==> config.mk <==
export PLATFORM = sky130hd
export DESIGN_NAME = calc_display_ctrl
export DESIGN_NICKNAME = d
export VERILOG_FILES = /design/src/rtl/calc_display_ctrl.sv
export SDC_FILE = /design/constraint.sdc
export NUM_CORES = 1
export LEC_CHECK = 0
export CAP_MARGIN = 30
export CORE_AREA = 2 2 120 75
export CTS_BUF_LIST = sky130_fd_sc_hd__clkbuf_8
export CTS_CLUSTER_SIZE = 20
export DETAILED_ROUTE_END_ITERATION = 12
export DIE_AREA = 0 0 122 77
export PLACE_DENSITY = 0.77
export SLEW_MARGIN = 20
export SYNTH_ARGS = -nofsm -noshare
export SYNTH_HDL_FRONTEND = slang
export SYNTH_SLANG_ARGS = --single-unit
export TNS_END_PERCENT = 1
==> constraint.sdc <==
create_clock -name clock -period 2.2 [get_ports clock]
set_clock_uncertainty 0.05 [all_clocks]
set_input_delay 0.44 -clock clock [delete_from_list [all_inputs] [get_ports clock]]
set_output_delay 0.44 -clock clock [all_outputs]
set_load 0.005 [all_outputs]
==> src/rtl/calc_display_ctrl.sv <==
// -----------------------------------------------------------------------------
// calc_display_ctrl
//
// Display back end for the calculator core. Digits streamed by the core while
// it is printing are collected in a shadow buffer. When printing ends, the
// shadow buffer is copied into the active buffer in one step, so the display
// never shows a partly written frame. The active buffer is shown on eight
// multiplexed seven-segment digits. The driver adds leading-zero blanking, an
// "Erro" override while the core reports an error, and a busy decimal point.
//
// Ports:
//   clock     in   1  system clock
//   reset     in   1  synchronous, active-high reset
//   status    in   2  core status: 00 error, 01 busy, 10 ready, 11 printing
//   data      in   4  digit value for position pos-1 while printing
//   pos       in   4  core position counter (1..8 valid while printing)
//   an        out  8  one-hot digit enables, an[0] = least significant digit
//   seg       out  7  segments {g,f,e,d,c,b,a}
//   dp        out  1  decimal point
//   commit    out  1  one-cycle pulse after the active buffer is refreshed
//   scan_idx  out  3  digit currently being scanned (debug)
// -----------------------------------------------------------------------------
module calc_display_ctrl #(
    parameter int REFRESH_DIV    = 50000,
    parameter bit BLANK_LZ       = 1'b1,
    parameter bit SEG_ACTIVE_LOW = 1'b1
) (
    input  logic       clock,
    input  logic       reset,
    input  logic [1:0] status,
    input  logic [3:0] data,
    input  logic [3:0] pos,
    output logic [7:0] an,
    output logic [6:0] seg,
    output logic       dp,
    output logic       commit,
    output logic [2:0] scan_idx
);

    localparam logic [1:0] ST_ERROR = 2'b00;
    localparam logic [1:0] ST_BUSY  = 2'b01;
    localparam logic [1:0] ST_READY = 2'b10;
    localparam logic [1:0] ST_PRINT = 2'b11;

    localparam int              CNT_W    = $clog2(REFRESH_DIV);
    localparam logic [CNT_W-1:0] CNT_MAX = CNT_W'(REFRESH_DIV - 1);

    // Inactive levels; XOR with these converts active-high codes to pin levels.
    localparam logic [7:0] AN_OFF  = SEG_ACTIVE_LOW ? 8'hFF : 8'h00;
    localparam logic [6:0] SEG_OFF = SEG_ACTIVE_LOW ? 7'h7F : 7'h00;
    localparam logic       DP_OFF  = SEG_ACTIVE_LOW ? 1'b1  : 1'b0;

    localparam logic [6:0] GLYPH_E     = 7'h79;
    localparam logic [6:0] GLYPH_R     = 7'h50;
    localparam logic [6:0] GLYPH_O     = 7'h5C;
    localparam logic [6:0] GLYPH_BLANK = 7'h00;

    // Active-high segment code for a stored digit; 4'hF is the '-' marker.
    function automatic logic [6:0] digit_glyph(input logic [3:0] d);
        logic [6:0] g;
        case (d)
            4'd0:    g = 7'h3F;
            4'd1:    g = 7'h06;
            4'd2:    g = 7'h5B;
            4'd3:    g = 7'h4F;
            4'd4:    g = 7'h66;
            4'd5:    g = 7'h6D;
            4'd6:    g = 7'h7D;
            4'd7:    g = 7'h07;
            4'd8:    g = 7'h7F;
            4'd9:    g = 7'h6F;
            4'hF:    g = 7'h40;
            default: g = 7'h00;
        endcase
        return g;
    endfunction

    logic [3:0] shadow_r [8];
    logic [3:0] active_r [8];
    logic [3:0] shadow_next_s [8];
    logic [1:0] prev_status_r;
    logic       commit_r;
    logic [CNT_W-1:0] cnt_r;
    logic [2:0] scan_idx_r;
    logic [7:0] an_r;
    logic [6:0] seg_r;
    logic       dp_r;

    logic       cap_hit_s;
    logic [2:0] cap_idx_s;
    logic [3:0] cap_val_s;
    logic       commit_cond_s;
    logic [7:0] blank_s;
    logic       run_zero_s;
    logic [6:0] glyph_s;
    logic       dp_on_s;
    logic [7:0] an_on_s;

    // Capture decode: position 1..8 maps to buffer slot 0..7.
    always_comb begin
        cap_hit_s     = (status == ST_PRINT) && (pos >= 4'd1) && (pos <= 4'd8);
        cap_idx_s     = pos[2:0] - 3'd1;
        cap_val_s     = (data <= 4'd9) ? data : 4'hF;
        commit_cond_s = (status == ST_READY) && (prev_status_r == ST_PRINT);
    end

    // Shadow contents after this cycle's write, also used to forward into a commit.
    always_comb begin
        for (int i = 0; i < 8; i++) begin
            shadow_next_s[i] = (cap_hit_s && (cap_idx_s == 3'(i))) ? cap_val_s : shadow_r[i];
        end
    end

    // Frame assembly, commit to the active buffer and status history.
    always_ff @(posedge clock) begin
        if (reset) begin
            for (int i = 0; i < 8; i++) begin
                shadow_r[i] <= 4'd0;
                active_r[i] <= 4'd0;
            end
            prev_status_r <= ST_READY;
            commit_r      <= 1'b0;
        end else begin
            for (int i = 0; i < 8; i++) begin
                shadow_r[i] <= shadow_next_s[i];
                active_r[i] <= commit_cond_s ? shadow_next_s[i] : active_r[i];
            end
            prev_status_r <= status;
            commit_r      <= commit_cond_s;
        end
    end

    // Refresh timer and scan position.
    always_ff @(posedge clock) begin
        if (reset) begin
            cnt_r      <= '0;
            scan_idx_r <= 3'd0;
        end else if (cnt_r == CNT_MAX) begin
            cnt_r      <= '0;
            scan_idx_r <= scan_idx_r + 3'd1;
        end else begin
            cnt_r      <= cnt_r + CNT_W'(1);
            scan_idx_r <= scan_idx_r;
        end
    end

    // Leading-zero map: a digit is blank when it and every more significant digit are zero.
    always_comb begin
        run_zero_s = 1'b1;
        blank_s    = 8'h00;
        for (int i = 7; i >= 1; i--) begin
            run_zero_s = run_zero_s && (active_r[i] == 4'd0);
            blank_s[i] = run_zero_s;
        end
    end

    // Glyph selection for the digit being scanned, including status overrides.
    always_comb begin
        glyph_s = GLYPH_BLANK;
        if (status == ST_ERROR) begin
            case (scan_idx_r)
                3'd3:        glyph_s = GLYPH_E;
                3'd2, 3'd1:  glyph_s = GLYPH_R;
                3'd0:        glyph_s = GLYPH_O;
                default:     glyph_s = GLYPH_BLANK;
            endcase
        end else if (BLANK_LZ && blank_s[scan_idx_r]) begin
            glyph_s = GLYPH_BLANK;
        end else begin
            glyph_s = digit_glyph(active_r[scan_idx_r]);
        end
        dp_on_s = (status == ST_BUSY) && (scan_idx_r == 3'd0);
        an_on_s = 8'h01 << scan_idx_r;
    end

    // Registered pin drivers at the configured polarity.
    always_ff @(posedge clock) begin
        if (reset) begin
            an_r  <= AN_OFF;
            seg_r <= SEG_OFF;
            dp_r  <= DP_OFF;
        end else begin
            an_r  <= an_on_s ^ AN_OFF;
            seg_r <= glyph_s ^ SEG_OFF;
            dp_r  <= dp_on_s ^ DP_OFF;
        end
    end

    assign an       = an_r;
    assign seg      = seg_r;
    assign dp       = dp_r;
    assign commit   = commit_r;
    assign scan_idx = scan_idx_r;

endmodule
* Word level (Yosys, flattened, before mapping)
Memories as Yosys holds them, arrays and structs flattened. A register that Yosys moved wholly into a read port is not among the register bits. Cells that the tools add are included.
Storage, ports and cells: word-level logic and storage cells 127, memories 3, bits in writable memories 64, bits in read-only memories 112, input port bits 12, output and inout bits 20, register bits 38
Memory list:
- (name not given) | words 16, bits a word 7, rd ports 1, clocked after Yosys merged registers in 0, wr ports 0, RTL line 61 | case (d)
- active_r | words 8, bits a word 4, rd ports 8, clocked after Yosys merged registers in 1, wr ports 8, RTL line 79 | logic [3:0] active_r [8];
- shadow_r | words 8, bits a word 4, rd ports 8, clocked after Yosys merged registers in 0, wr ports 8, RTL line 78 | logic [3:0] shadow_r [8];
Operators by class: multiplexer cells 43, order comparisons 4, bitwise logic cells 19, equal/unequal tests 16, reductions and logical operators 31, add/sub/neg operators 3, shift-type cells 1
Operators with widths (count):
- $mux 4 | 33
- $logic_not 4->1 | 7
- $pmux 7 s3 | 1
- $logic_and 1x1->1 | 18
- $add 16x1->16 const B | 1
- $eq 16x16->1 const B | 1
- $or 1x1->1 | 16
- $mux 7 | 2
- $eq 3x2->1 const B | 4
- $eq 3x3->1 const B | 4
- $le 4x4->1 const B | 2
- $not 8->8 | 1
- $shl 1x3->8 const A | 1
- $not 7->7 | 1
- $eq 2x2->1 const B | 3
- $eq 3x1->1 const B | 2
- $logic_not 3->1 | 2
- $mux 3 | 2
- $ge 4x1->1 const B | 1
- $lt 3x4->1 const B | 1
- $mux 1 | 4
- $reduce_or 2->1 | 2
- $add 3x1->3 const B | 1
- $bmux 1 s3 | 1
- other kinds (6) | 6

* Logic depth before layout (Yosys ltp)
An unclocked memory read counts as a cell.
depth in word-level cells 13, mapped depth 12, depth with buffers taken out 10

* Worst setup path before layout
Ideal clock, no wire load.
kind register to register, start reg with a tool-made name, end reg seg_r[6], in the netlist seg[6], path slack 0.100 ns, cell stages (with the launch flop) 9, period minus slack after synthesis 2.100 ns, required time 2.080 ns, path buffers 1, arrival time 1.980 ns, library setup time 0.070 ns, cells stage by stage dfxtp_1 -> buf_6 -> mux4_2 -> mux2i_1 -> inv_1 -> ha_1 -> o211ai_1 -> o21ai_0 -> a21oi_1
RTL lines:
- end signal, assigned | RTL line 184 | seg_r <= glyph_s ^ SEG_OFF;
- end, declared | RTL line 86 | logic [6:0] seg_r;

==> results.yml <==
global_route:
  grt_pass1_vias: 3234
  grt_busiest_layer: "met1"
  grtUsageMet1: 0.333
  gr-total-overflow: 0
  grt_max_degree: 80
  use_met2: 0.321
  grt_pass1_wl_mm: 16.4
  antenna_found_initial: 0
  grtUsageMet3: 0.0536
  grtUsageTotal: 0.226
synth:
  synth_top_family_by_area: "simple AND/OR/NAND/NOR gates"
  yosysSeqAreaShare: 0.480
  postSynthAreaPerCell_sq_um: 9.33
  synth_xor_area_frac: 0.0314
  synth-compound-area-share: 0.0822
  syn-num-nets: 503
  yosys.area.top_type_share: 0.453
  synth_mux_area_frac: 0.127
  synthTopCellsByArea: "dfxtp_1, nor2_1, mux2i_1"
  synth_fa_ha_area_frac: 0.0365
  ys_ff_latch: 105
  synthArstFlopShare: 0
  yosys.area_share.simple: 0.207
  synth-edff-count: 4
  ys.flop_type: "dfxtp_1"
  netlist_instances: 478
  synthTopCellsByCount: "nor2_1, dfxtp_1, mux2i_1, a21oi_1, nand2_1"
  yosysTopAreaCell: "dfxtp_1"
  ys_warn_count: 0
  synth_most_common_cell: "nor2_1"
  yosysUniqueCellTypes: 46
  synthesis.area_sq_um: 4460
floorplanning:
  rows: 26
  die_h_microns: 77
  die-area_sq_um: 9390
  initial_core_util: 0.538
  core_sq_um: 8300
  ios: 32
  die_w_microns: 122
setup_path:
  startpoint_type: "input pin"
  r2r_cells: 9
  crit_type: "in -> reg"
  cp_max_fo: 4
  end_kind: "flip-flop"
  setup.worst_path.start: "pos[2]"
  cp.required_ns: 2.42
  arrival_ns: 2.29
cts:
  clk_latency_ns: 0.38
  clock_tree.root_cell: "clkbuf_8"
  clk_pin_slew_worst_paths_ns: 0.10
  cts_resized: 1
  htree_levels: 3
  cts_setup_buffers: 0
  cts_made_buffers: 9
  ctsHoldBuffers: 0
  cts_tree: "done"
  numClockSinks: 105
  clockBufferDepth: 2
routing:
  drtIter0Drc: 323
  routedWlPerCell_microns: 15.1
  drt-total-wl_mm: 9.90
  drtAntennaViolNets: 0
  vias: 3524
  avgViaCountPerCell: 5.38
  drc_errors: 0
  firstDrtPassIters: 5
min_path:
  hold_depth: 3
  min-delay-start: "reset"
  hold_path_class: "in -> reg"
timing:
  relSlewSlack: 0.663
  finalSetupTns_ns: 0
  setup_viol: 0
  finalCritPeriodShare: 0.942
  rsz0062_at_grt: "false"
  worst_pin_slew_ns: 0.501
  final.setup.worst_slack_ns: 0.127
  hold_viol: 0
  slew_viol_final: 0
  fmax_mhz: 483
  fin_crit_ns: 2.07
placed_design:
  place_congestion: 0.859
  pre_cts_ws_ns: -0.209
  dp.cells: 639
  io_buffers: 31
  dpl.hpwl_mm: 7.25
power_and_ir_drop:
  total_leakage_power_nw: 2.14
  cellPowerDensity_nw_per_um2: 637
  ir_drop_mv: 0.485
  fin_total_pwr_mw: 3.42
cells_and_area:
  fin_cells: 655
  nets: 563
  drive_gt1_frac: 0.144
  num_antenna_cells: 0
  area_growth_pct: 20.5
run:
  maxCapViolCount: 0
outcome:
  status: "complete, no violations"
through the flow:
step                      utilization  instance area, sq um  hold WS (ns)
final                           0.648                  5370         0.328
after global routing            0.648                  5370         0.332
after CTS                       0.647                  5370         0.316
after detailed placement        0.623                  5170         0.403
after global placement          0.623                  5170         0.395
after floorplan                     -                  4460         0.380
where the power goes:
part / switching (mW) / leakage (nW) / internal (mW)
Sequential: 0.0148 / 0.861 / 1.94
Combinational: 0.134 / 1.19 / 0.119
Clock: 0.680 / 0.0943 / 0.534
routing by layer:
layer / wire [microns] / up-vias
li1: - / 1761
met1: 4840 / 1619
met2: 4170 / 124
met3: 713 / 20
met4: 176 / 0
met5: 0 / -
sequential cells by signal, summed over array words and instances, names as in the netlist, named ones only:
signal,cells
active_r,32
an,8
cnt_r,16
commit,1
dp,1
prev_status_r,2
scan_idx,3
seg,7
shadow_r,32
layout make-up:
cell class,count,area (sq um)
fill,691,2920
multi-input combinational,335,2160
sequential,105,2150
timing repair buffer,78,696
tap,112,140
clock buffer,9,124
clock inverter,7,75.1
inverter,9,33.8
cell usage in the layout (no fill, tap or decap), types with 5 or more instances in the layout:
| cell type | n |
|---|---|
| mux2i_1 | 38 |
| clkdlybuf4s50_1 | 30 |
| mux4_2 | 5 |
| xnor2_1 | 6 |
| inv_1 | 9 |
| nor2b_1 | 5 |
| buf_4 | 44 |
| nor4_1 | 5 |
| a211oi_1 | 11 |
| xor2_1 | 10 |
| nand2_1 | 23 |
| o21ai_0 | 10 |
| nand2b_1 | 8 |
| a21oi_1 | 27 |
| dfxtp_1 | 99 |
| nor3_1 | 12 |
| ha_1 | 13 |
| clkbuf_8 | 9 |
| nor2_1 | 112 |
| nand3_1 | 9 |
worst max-delay path, stage by stage:
cell and delay, ns:
clkdlybuf4s50_1 0.56, nand4b_1 0.23, or3_1 0.50, mux2i_1 0.28
nor2_1 0.08, a21oi_1 0.14, nor2_1 0.06
kinds of logic after synthesis:
family / Yosys count
AND/OR/NAND/NOR: 198
flip-flops: 105
AO/OA/AOI/OAI: 61
multiplexers: 47
buffers and inverters: 38
XOR/XNOR: 16
adder cells (fa/ha/maj): 13
final timing paths:
path                    end  slack, ns
max          active_r[3][2]       0.13
min                   an[0]       0.33
max reg2reg          seg[4]       0.14
min reg2reg        cnt_r[0]       0.42
Note: power is estimated with default switching activity, not from simulation.
